### src/rtl/mem_arb_pkg.sv
// Shared types and constants for the fetch/execute memory arbiter.
package mem_arb_pkg;

  typedef enum logic [1:0] {
    StIdle   = 2'd0,
    StAccess = 2'd1,
    StDone   = 2'd2
  } arb_state_e;

  typedef enum logic {
    OwnFetch = 1'b0,
    OwnData  = 1'b1
  } arb_owner_e;

  localparam int unsigned MEM_LAT_DEFAULT = 2;

endpackage

### src/rtl/mem_arb_latcnt.sv
// Access-cycle counter: o_tc flags the last of MEM_LAT cycles while i_en is held.
module mem_arb_latcnt
  import mem_arb_pkg::*;
#(
  parameter int unsigned MEM_LAT = MEM_LAT_DEFAULT
) (
  input  logic i_clk,
  input  logic i_reset,
  input  logic i_en,
  output logic o_tc
);

  localparam int unsigned CntW = (MEM_LAT > 1) ? $clog2(MEM_LAT) : 1;
  localparam logic [CntW-1:0] LastCnt = CntW'(MEM_LAT - 1);

  logic [CntW-1:0] r_cnt;

  always_ff @(posedge i_clk or negedge i_reset) begin
    if (!i_reset) begin
      r_cnt <= '0;
    end else if (i_en && !o_tc) begin
      r_cnt <= r_cnt + 1'b1;
    end else begin
      r_cnt <= '0;
    end
  end

  assign o_tc = i_en && (r_cnt == LastCnt);

endmodule

### src/rtl/mem_arbiter.sv
// Single-owner arbiter sharing one memory port between fetch and load/store.
// Optional ARB_STARVE_GUARD_EN forces a fetch grant after two data grants that made fetch wait.
module mem_arbiter
  import mem_arb_pkg::*;
#(
  parameter int unsigned MEM_LAT = MEM_LAT_DEFAULT,
  parameter int unsigned ADDR_W  = 16,
  parameter int unsigned DATA_W  = 16
) (
  input  logic              i_clk,
  input  logic              i_reset,
  input  logic              i_if_req,
  input  logic [ADDR_W-1:0] i_if_addr,
  output logic              o_if_ack,
  output logic [DATA_W-1:0] o_if_rdata,
  input  logic              i_d_req,
  input  logic              i_d_we,
  input  logic [ADDR_W-1:0] i_d_addr,
  input  logic [DATA_W-1:0] i_d_wdata,
  output logic              o_d_ack,
  output logic [DATA_W-1:0] o_d_rdata,
  input  logic              i_flush,
  output logic              o_mem_en,
  output logic              o_mem_we,
  output logic [ADDR_W-1:0] o_mem_addr,
  output logic [DATA_W-1:0] o_mem_wdata,
  input  logic [DATA_W-1:0] i_mem_rdata,
  output logic              o_busy
);

  arb_state_e        r_state, w_state_d;
  arb_owner_e        r_owner, w_grant_owner;
  logic              r_we;
  logic              r_cancel;
  logic [ADDR_W-1:0] r_addr;
  logic [DATA_W-1:0] r_wdata;
  logic [DATA_W-1:0] r_if_rdata;
  logic [DATA_W-1:0] r_d_rdata;
  logic              w_grant;
  logic              w_fetch_ok;
  logic              w_tc;
`ifdef ARB_STARVE_GUARD_EN
  logic [1:0]        r_fair;
`endif

  mem_arb_latcnt #(
    .MEM_LAT(MEM_LAT)
  ) u_latcnt (
    .i_clk  (i_clk),
    .i_reset(i_reset),
    .i_en   (r_state == StAccess),
    .o_tc   (w_tc)
  );

  // Grant decision; only acted on while idle.
  always_comb begin
    w_fetch_ok    = i_if_req && !i_flush;
    w_grant       = 1'b0;
    w_grant_owner = OwnFetch;
`ifdef ARB_STARVE_GUARD_EN
    if (i_d_req && !(r_fair == 2'd2 && w_fetch_ok)) begin
`else
    if (i_d_req) begin
`endif
      w_grant       = 1'b1;
      w_grant_owner = OwnData;
    end else if (w_fetch_ok) begin
      w_grant       = 1'b1;
      w_grant_owner = OwnFetch;
    end
  end

  always_ff @(posedge i_clk or negedge i_reset) begin
    if (!i_reset) begin
      r_state <= StIdle;
    end else begin
      r_state <= w_state_d;
    end
  end

  always_comb begin
    w_state_d = r_state;
    unique case (r_state)
      StIdle:   if (w_grant) w_state_d = StAccess;
      StAccess: if (w_tc) w_state_d = StDone;
      StDone:   w_state_d = StIdle;
      default:  w_state_d = StIdle;
    endcase
  end

  always_comb begin
    o_mem_en = (r_state == StAccess);
    o_mem_we = (r_state == StAccess) && (r_owner == OwnData) && r_we;
    o_busy   = (r_state != StIdle);
    o_if_ack = (r_state == StDone) && (r_owner == OwnFetch) && !r_cancel;
    o_d_ack  = (r_state == StDone) && (r_owner == OwnData);
  end

  always_ff @(posedge i_clk or negedge i_reset) begin
    if (!i_reset) begin
      r_owner    <= OwnFetch;
      r_we       <= 1'b0;
      r_addr     <= '0;
      r_wdata    <= '0;
      r_if_rdata <= '0;
      r_d_rdata  <= '0;
      r_cancel   <= 1'b0;
    end else begin
      if (r_state == StIdle && w_grant) begin
        r_owner <= w_grant_owner;
        if (w_grant_owner == OwnData) begin
          r_addr  <= i_d_addr;
          r_we    <= i_d_we;
          r_wdata <= i_d_wdata;
        end else begin
          r_addr <= i_if_addr;
          r_we   <= 1'b0;
        end
      end
      if (w_tc) begin
        if (r_owner == OwnFetch) begin
          r_if_rdata <= i_mem_rdata;
        end else if (!r_we) begin
          r_d_rdata <= i_mem_rdata;
        end
      end
      // A cancelled fetch still runs its memory cycles; only the ack is dropped.
      if (w_state_d == StIdle) begin
        r_cancel <= 1'b0;
      end else if (i_flush && r_owner == OwnFetch && r_state != StIdle) begin
        r_cancel <= 1'b1;
      end
    end
  end

`ifdef ARB_STARVE_GUARD_EN
  always_ff @(posedge i_clk or negedge i_reset) begin
    if (!i_reset) begin
      r_fair <= '0;
    end else if (r_state == StIdle && w_grant) begin
      if (w_grant_owner == OwnFetch) begin
        r_fair <= '0;
      end else if (w_fetch_ok) begin
        r_fair <= r_fair + 2'd1;
      end else if (!i_if_req) begin
        r_fair <= '0;
      end
    end
  end
`endif

  assign o_mem_addr  = r_addr;
  assign o_mem_wdata = r_wdata;
  assign o_if_rdata  = r_if_rdata;
  assign o_d_rdata   = r_d_rdata;

endmodule

### config.mk
export PLATFORM = sky130hd
export DESIGN_NAME = mem_arbiter
export DESIGN_NICKNAME = d
export VERILOG_FILES = /design/src/rtl/mem_arb_pkg.sv /design/src/rtl/mem_arb_latcnt.sv /design/src/rtl/mem_arbiter.sv
export SDC_FILE = /design/constraint.sdc
export NUM_CORES = 1
export LEC_CHECK = 0
export CAP_MARGIN = 0
export CORE_MARGIN = 2
export CORE_UTILIZATION = 36
export CTS_CLUSTER_SIZE = 25
export DETAILED_ROUTE_END_ITERATION = 12
export GPL_TIMING_DRIVEN = 1
export PLACE_DENSITY = 0.81
export SYNTH_ARGS = -nofsm -noshare
export SYNTH_HDL_FRONTEND = slang
export SYNTH_SLANG_ARGS = --single-unit
### constraint.sdc
create_clock -name i_clk -period 1.5 [get_ports i_clk]
set_input_delay 0.15 -clock i_clk [delete_from_list [all_inputs] [get_ports i_clk]]
set_output_delay 0.15 -clock i_clk [all_outputs]
set_load 0.01 [all_outputs]
# Word-level counts from Yosys, hierarchy flattened

Cells that the tools add are included.

Add/sub/neg operators: 1
Multiply operators: 0
Divide/modulo/power cells: 0
$lt $le $gt $ge: 0
Equal/unequal tests: 2
Shifts and indexed selects: 0
Multiplexer cells: 11
Bitwise operators: 2
Reduce and logical (&&, ||, !) cells: 21

Operators with widths:

| kind                                                 | number |
|---|---|
| two-way mux 16 bit                                   | 1 |
| logical AND 1 bit                                    | 11 |
| two-way mux 1 bit                                    | 7 |
| logical NOT 2 bit                                    | 2 |
| two-way mux 2 bit                                    | 2 |
| case mux 2 bit (2 select lines)                      | 1 |
| AND reduction 2 bit                                  | 2 |
| nonzero test 2 bit                                   | 2 |
| logical NOT 1 bit                                    | 3 |
| AND reduction 3 bit                                  | 1 |
| equality test 2 x 1 -> 1 bit (second input constant) | 1 |
| equality test 2 bit (second input constant)          | 1 |
| NOT 1 bit                                            | 2 |
| adder 1 bit (second input constant)                  | 1 |

Bits in registers: 70
Latch bits: 0
Bits in writable memories: 0
Bits in read-only memories: 0
Input bits: 70
Output and inout bits: 69
Memories kept: 0

# Depth between registers and ports, before layout

Gate-level depths: netlist of run 1.

Depth after elaboration: 8
Mapped depth: 5

# Modules after synthesis

Synthesis of run 1 repeated with hierarchy kept, for this count alone.

Cells, all modules: 181
Area, all modules: 2927.8 um^2

Modules (own cells, without submodules):

| module         | times used | cells each | area each (um^2) | seq. area each (um^2) |
|---|---|---|---|---|
| mem_arbiter    | 1          | 178        | 2886.5           | 1726.7 |
| mem_arb_latcnt | 1          | 3          | 41.3             | 25.0 |

# Worst setup path after synthesis of run 1

No wires, ideal clock.

Kind: reg2reg
Start: register r_state[1]
End: register r_if_rdata[0] (netlist: o_if_rdata[0])
Arrival time: 1421 ps
Data required time: 1375 ps
Path slack: -46 ps
Stages on the path, launching flop included: 5
Path buffers: 1
Clock period less this slack: 1546 ps
Cells stage by stage: dfrtp_1 -> nand3b_1 -> nor2_2 -> buf_4 -> mux2_2

Word-level cells in the longest chain between the ends: 3

Ends and longest elaborated chain:

| element                              | RTL line             | source |
|---|---|---|
| start, declared                      | mem_arbiter.sv:31    | `arb_state_e r_state, w_state_d;` |
| start signal, assigned               | mem_arbiter.sv:75    | `r_state <= StIdle;` |
| start signal, assigned               | mem_arbiter.sv:77    | `r_state <= w_state_d;` |
| equality test 2 x 1 -> 1 bit         | mem_arbiter.sv:51    | `.i_en (r_state == StAccess),` |
| logical AND 1 bit                    | mem_arb_latcnt.sv:28 | `assign o_tc = i_en && (r_cnt == LastCnt);` |
| AND reduction 2 bit (no source line) | --                   |  |
| end signal, assigned                 | mem_arbiter.sv:122   | `r_if_rdata <= i_mem_rdata;` |
| end, declared                        | mem_arbiter.sv:37    | `logic [DATA_W-1:0] r_if_rdata;` |

Every way passes these cells.
A chain may end at the register's enable or synchronous reset.

# Worst setup path in the final report of run 1

Start: register r_state[1]
End: register r_if_rdata[1] (netlist: o_if_rdata[1])

The elaborated chain is that of the path after synthesis.

==> results of run 1 <==
==> layer usage <==
| metal | vias to the layer above | part of all wire [%] | routed length (um) |
|---|---|---|---|
| met5 | - | 0 | 0 |
| met4 | 0 | 0.98 | 69 |
| met3 | 9 | 7.3 | 517 |
| met2 | 80 | 49 | 3458 |
| met1 | 1072 | 43 | 3015 |
| li1 | 975 | - | - |
==> synthesized netlist by cell type <==
cell type,count
nor3b_1,1
o21ai_4,1
o21ai_0,1
nor3_4,1
a22o_1,1
nor2_1,2
and2_1,2
inv_1,5
dfrtp_1,70
nand3b_1,1
a21oi_1,1
o21bai_1,1
and3_1,1
buf_4,3
mux2_2,80
buf_2,2
nor2b_1,1
nor2_2,1
nor4b_1,1
buf_6,2
or2b_1,1
o22ai_1,1
==> sequential cells by signal, summed over array words and instances (netlist names) <==
name / count
o_d_rdata: 16
o_if_rdata: 16
o_mem_addr: 16
o_mem_wdata: 16
r_cancel: 1
r_owner: 1
r_state: 2
r_we: 1
u_latcnt.r_cnt: 1
==> final timing paths <==
kind / start / endpoint / slack, ns / cells after the start
worst max-delay path: r_state[1]$_DFF_PN0_ / o_if_rdata[1]$_DFFE_PN0P_ / -0.02 / 5
worst min-delay path: i_reset / o_d_rdata[5]$_DFFE_PN0P_ / 0.37 / 3
worst max register to register: r_state[1]$_DFF_PN0_ / o_if_rdata[1]$_DFFE_PN0P_ / -0.02 / 5
worst min register to register: u_latcnt.r_cnt$_DFF_PN0_ / u_latcnt.r_cnt$_DFF_PN0_ / 0.45 / 1
max in group asynchronous: i_reset / o_mem_addr[15]$_DFFE_PN0P_ / 0.81 / 3
min in group i_clk: i_d_wdata[2] / o_mem_wdata[2]$_DFFE_PN0P_ / 0.42 / 2
==> metrics by stage <==
stage	total power, mW	std cells	area, um^2	TNS (ns)
6_report	9.852	455	4892	-0.1871
3_3_place_gp	7.855	426	4502	-2.496
4_1_cts	9.929	454	4888	-2.112
3_5_place_dp	7.982	426	4502	-3.137
5_1_grt	10.44	455	4892	-2.665
2_1_floorplan	5.313	180	2880	-0.8969
==> cell families after synthesis <==
kind of cell | after synthesis | share of synthesized area, %
AO/OA/AOI/OAI | 6 | 1.705
buffers and inverters | 12 | 2.580
flip-flops | 70 | 61.22
multiplexers | 80 | 31.48
AND/OR/NAND/NOR | 12 | 3.018
==> critical path: cells and delay by family, from the launching register on <==
| family | cells | cell delay [ns] |
|---|---|---|
| buffers and inverters | 2 | 0.34 |
| flip-flops | 1 | 0.41 |
| multiplexers | 1 | 0.32 |
| AND/OR/NAND/NOR | 2 | 0.33 |
==> cell type report <==
class	count	area share [%]
clock inverter	6	1.253
inverter	5	0.3836
tap	102	2.609
multi-input combinational	98	23.04
clock buffer	10	2.813
sequential	70	35.81
timing repair buffer	164	34.09
==> power by group <==
group / total (mW) / internal, mW / switching (mW)
Sequential: 3.36 / 2.84 / 0.516
Clock: 1.52 / 0.808 / 0.714
Combinational: 4.97 / 3.27 / 1.70
Total: 9.85 / 6.92 / 2.93
==> what timing repair did <==
item | CTS | global route
endpoints found under the setup margin | 19 | 51
endpoints found under the hold margin | 70 | 0
pin swaps | 2 | 2
resized for setup | 41 | 8
hold buffers | 1 | 0
cloned | 2 | 1
buffers inserted | 9 | 2
==> key figures, run 1 <==
Global route
  • Grt met2 use: 25.60%
  • GRT overflow: 0
  • M3 GR Usage: about 5.1%
  • Layer with the highest usage: met2
  • First-pass GRT wire length: 11.24 mm
  • GRT met1 Usage: 22.45%
  • Initial antenna violation count: 0
  • Tot GR Track Use: approximately 17%
  • Vias in the first global route: 2236
  • Largest net degree at the start of global routing: 71

Placed design
  • HPWL after detailed placement: 4.869 mm
  • Pre-CTS setup slack: -0.1074 ns
  • GPL Wtd Cong: between 0.6 and 0.7
  • Buffers on Ports: 138

Cells and area
  • # diodes: 0
  • Share of post-route cells with drive strength above 1: 38.24%
  • Multi-input logic area: 1127 um^2
  • Most common cell after layout, fill and taps aside: clkdlybuf4s50_1
  • P&R area growth vs syn: 70.97%
  • Most frequent cells in the layout: clkdlybuf4s50_1 (132), dfrtp_1 (70), mux2_2 (64)
  • Layout fillers: 608
  • Sequential cell area: 1752 um^2
  • Final nets: 418
  • Fin util: between 60% and 70%

Worst setup path
  • Worst EP arrival: 1.74 ns
  • Startpoint types: flop
  • CP endpoint kind: flop
  • Data required time at the worst endpoint: about 1.7 ns
  • Setup CP Type: reg -> reg
  • Crit-path slowest cell: dfrtp_1
  • Worst-path maximum fanout: 8
  • Critical Path, Cell by Cell: nand3b_1, buf_4, nor2_4, clkbuf_16, mux2_2
  • CP max stage delay: between 0.4 and 0.5 ns

Synth
  • Sequential area share after synthesis: 61.22%
  • Largest area contributor in the netlist: dfrtp_1
  • Synth cell types: 22
  • Syn avg cell area: 15.90 um^2
  • Yosys warns: 0
  • Post-synthesis cell area: around 2900 um^2
  • Top post-synthesis cells by area: dfrtp_1 (61%), mux2_2 (31%), buf_4 (0.79%)
  • Synthesized net count: 250
  • Synthesized instance count: 180
  • Yosys top cell area share: 61.22%
  • Synthesized flop and latch total: 70

Route
  • Vias after detailed routing: between 2000 and 2500
  • Total Wirelength: 7.060 mm
  • DRC errors left: 0
  • DRT iter0 DRCs: 65
  • ANT nets after route: 0
  • First drt pass iteration count: 4
  • DR WL/cell: 15.52 um
  • Via/cell ratio: 4.695

Clock tree
  • CTS tree: done
  • Clock Tree Buf Depth: 2
  • Root Buffer Master: clkbuf_8
  • Clock latency on the worst-skew pair: 0.34 ns
  • Num CTS Buffers: 9
  • Clock sink total: 70
  • H-Tree Depth: 3
  • Reg clk slew, reported paths: 0.08 ns

STA
  • Setup WS post-layout: -0.02195 ns
  • Final worst path period share: 101.5%
  • Max_slew headroom: about three quarters
  • Max Slew Vio Count: 0
  • Slew @ Worst Pin: approximately 0.38 ns
  • Hold Slack: approximately 0.37 ns
  • Max Clk Rate: between 600 and 700 MHz
  • Final Hold Vio Count: 0
  • Final setup viols: 19
  • Tmin final: between 1.5 and 2 ns
  • RSZ-0062 raised after global routing: yes
  • Clock Skew: 0.01329 ns

Power
  • Worst VDD drop: 1.029 mV
  • Leak pwr: 2.078 nW
  • Pwr Density: around 2000 nW/um^2

Floorplan
  • IO Count: 139
  • CORE AREA: 7727 um^2
  • Core Rows: 32
  • Starting Density: 37.03%
  • Die Width: 93.16 um
  • Die ar.: 8678 um^2
  • Die Y: 93.16 um

Outcome
  • Failing checks: setup timing
  • Status: finished with violations

Worst hold path
  • Hold WC Path Type: in -> async

Flow run
  • Max Cap Viol: 0
Note: power is estimated with default switching activity, not from simulation.
==> inputs of run 2 (changes only) <==
--- a/config.mk
+++ b/config.mk
@@ -7,11 +7,12 @@
 export LEC_CHECK = 0
 export CAP_MARGIN = 0
 export CORE_MARGIN = 2
-export CORE_UTILIZATION = 36
+export CORE_UTILIZATION = 45
 export CTS_CLUSTER_SIZE = 25
 export DETAILED_ROUTE_END_ITERATION = 12
+export DONT_BUFFER_PORTS = 1
 export GPL_TIMING_DRIVEN = 1
-export PLACE_DENSITY = 0.81
+export PLACE_DENSITY = 0.68
 export SYNTH_ARGS = -nofsm -noshare
 export SYNTH_HDL_FRONTEND = slang
 export SYNTH_SLANG_ARGS = --single-unit
==> run 2 against run 1 <==
The flow finishes with violations (hold timing, setup timing). Utilization shrank 3.9 points. Sequential share of layout area grew 11 points. Total power decreased by 18%. Die area shrank 19%. Clock-buffer cell count fell by 1. First-iteration DRC count decreased by 42%. Setup slack worse by 0.016 ns. Critical path depth shrank 1. Flip-flop and latch count unchanged. Sequential power rose by 19%. Register-to-register slack hardly changed. Cell count down 32%.
==> key figures, run 2 (synthesized netlist as in run 1, its figures left out) <==
Clock tree
  • Reg clk slew, reported paths: 0.07 ns (about the same)
  • Root Buffer Master: clkbuf_8
  • H-Tree Depth: 3 (unchanged)
  • Clock sink total: 70 (unchanged)
  • CTS tree: done
  • Num CTS Buffers: 9 (unchanged)
  • Clock latency on the worst-skew pair: 0.33 ns (about the same)
  • Hold buffers post-CTS: 33 (+32)
  • Clock Tree Buf Depth: 2 (unchanged)

Floorplan
  • IO Count: 139 (unchanged)
  • Die Width: 83.74 um (-10%)
  • Core Rows: 29 (-9.4%)
  • Die Y: 83.74 um (-10%)
  • Starting Density: 45.85% (+8.8 points)
  • Die ar.: 7012 um^2 (-19%)
  • CORE AREA: 6241 um^2 (-19%)

Cells and area
  • Share of post-route cells with drive strength above 1: 49.15% (+11 points)
  • Most frequent cells in the layout: dfrtp_1 (70), mux2_2 (58), dlygate4sd3_1 (33)
  • P&R area growth vs syn: 29.51%
  • Final nets: 299 (-28%)
  • # diodes: 0 (unchanged)
  • Most common cell after layout, fill and taps aside: dfrtp_1

Route
  • DRT iter0 DRCs: 38 (-42%)
  • DRC errors left: 0 (unchanged)
  • ANT nets after route: 0 (unchanged)
  • Vias after detailed routing: 1671 (-22%)
  • Via/cell ratio: 5.373 (+14%)
  • DR WL/cell: 19.74 um (+27%)
  • Total Wirelength: 6.138 mm (-13%)
  • First drt pass iteration count: 4 (unchanged)

Placed design
  • Buffers on Ports: 0 (-100%)
  • Pre-CTS setup slack: 0.008097 ns (+0.1155 ns)
  • GPL Wtd Cong: 0.7459 (+8.0%)
  • HPWL after detailed placement: 3.990 mm (-18%)

Power
  • Worst VDD drop: 1.189 mV (+16%)
  • Internal power: 5.453 mW (-21%)
  • Leak pwr: 1.612 nW (-22%)
  • Pwr Density: 2181 nW/um^2 (+8.3%)
  • Power share of the clock group: 22.7% (+7.3 points)
  • Sequential share of power: 49.5% (+15 points)
  • Sw Share: 32.55% (+2.8 points)
  • NetSw: 2.631 mW (-10%)
  • Gate power share: 27.8% (-23 points)

Global route
  • First-pass GRT wire length: 9.597 mm (-15%)
  • Vias in the first global route: 1850 (-17%)
  • Tot GR Track Use: 17.66% (+1.1 points)
  • Initial antenna violation count: 0 (unchanged)
  • GRT overflow: 0 (unchanged)
  • Largest net degree at the start of global routing: 71 (unchanged)

STA
  • Max Clk Rate: 650.1 MHz (-1.1%)
  • Total Neg Setup Slack: -0.3148 ns (-0.1277 ns)
  • Tmin final: 1.538 ns (+0.01617 ns)
  • Final worst path period share: 102.5% (+1.1 points)
  • Setup WS post-layout: -0.03812 ns (-0.01617 ns)
  • Clock Skew: 0.007197 ns (-0.006094 ns)
  • Final setup viols: 17 (-2)
  • Hold Slack: -0.4988 ns (-0.8672 ns)
  • Max_slew headroom: 61.12% (-14 points)
  • Max Slew Vio Count: 0 (unchanged)
  • Slew @ Worst Pin: 0.5810 ns (+0.2048 ns)
  • RSZ-0062 raised after global routing: yes
  • Final Hold Vio Count: 70 (+70)

Worst setup path
  • CP endpoint kind: primary output
  • Worst-path maximum fanout: 3 (-5)
  • Startpoint types: flop
  • Worst setup path startpoint: r_state[1]$_DFF_PN0_
  • Cell depth of the worst flop-to-flop path: 4 (-1)
  • Setup crit end: o_mem_we
  • FF-to-FF setup slack: -0.03 ns (about the same)
  • Worst EP arrival: 1.39 ns (-0.35 ns)
  • Data required time at the worst endpoint: 1.35 ns (-0.36 ns)
  • Worst R2R End: o_d_rdata[8]$_DFFE_PN0P_
  • Worst r2r src: r_state[1]$_DFF_PN0_
  • Setup CP Type: reg -> out

Outcome
  • Failing checks: hold timing, setup timing
  • Status: finished with violations

Flow run
  • Max Cap Viol: 0 (unchanged)

Worst hold path
  • Hold WC Path Type: in -> async
[run 2: cell types whose count changed in the layout (fill, tap and decap cells not counted), sizes merged]
| cell | change |
|---|---|
| inv | +2 |
| dlygate4sd3 | +32 |
| buf | -17 |
| clkinv | -3 |
| clkdlybuf4s50 | -132 |
| clkbuf | -3 |
| bufinv | +2 |
[run 2: metal layers]
metal,GRT usage (%),vias to the layer above,routed length (um)
met5,0,-,0
met4,8.504,0,122
met3,5.341,13,461
met2,30.91,86,3241
met1,19.49,841,2313
li1,-,731,-
[run 2: power by group through the flow]
stage	registers (mW)	clock network, mW	logic (mW)
floorplan	3.76	0	1.55
detailed placement	4.01	0	1.88
global placement	3.96	0	1.75
global route	4.10	1.97	2.42
CTS	3.98	1.88	2.03
finish	4.00	1.83	2.25
[run 2: final cells by class]
class / count / area, um^2
clock inverter: 7 / 120.1
sequential: 70 / 1752
inverter: 5 / 18.77
fill: 472 / 2535
multi-input combinational: 98 / 1134
tap: 77 / 96.34
clock buffer: 9 / 123.9
timing repair buffer: 45 / 461.7
[run 2: critical path: stages (launching register included)]
cell and delay (ns):
dfrtp_1 0.41, buf_6 0.13, or2b_1 0.23, inv_1 0.08, and3_4 0.21
[run 2: worst min-delay path by stage]
| stage | from | end | depth (start not counted) |
|---|---|---|---|
| after floorplan | i_reset | o_d_rdata[0]$_DFFE_PN0P_ | 0 |
| final | i_reset | o_mem_wdata[10]$_DFFE_PN0P_ | 0 |
| after detailed placement | i_reset | o_mem_wdata[10]$_DFFE_PN0P_ | 0 |
| after global placement | i_reset | o_mem_wdata[14]$_DFFE_PN0P_ | 0 |
| after global routing | i_reset | o_mem_wdata[11]$_DFFE_PN0P_ | 0 |
| after CTS | i_reset | o_mem_wdata[10]$_DFFE_PN0P_ | 0 |
[run 2: metrics by stage]
step           cells  power, mW  hold slack (ns)  utilization (%)  area, um^2
5_1_grt          311      8.490          -0.5311            59.38        3706
2_1_floorplan    180      5.313          -0.1456                -        2880
3_5_place_dp     257      5.883          -0.1436            48.26        3012
4_1_cts          309      7.890          -0.5177            58.04        3622
6_report         311      8.084          -0.4988            59.38        3706
3_3_place_gp     257      5.712          -0.1441            48.26        3012
[run 2: what timing repair did]
| item | 4_1_cts | 5_1_grt |
|---|---|---|
| setup buffers | 3 | 2 |
| gates resized for setup | 3 | 19 |
| endpoints found under the setup margin | 5 | 35 |
| pin swaps | 0 | 1 |
| endpoints found under the hold margin | 119 | 70 |
| gates cloned | 0 | 0 |
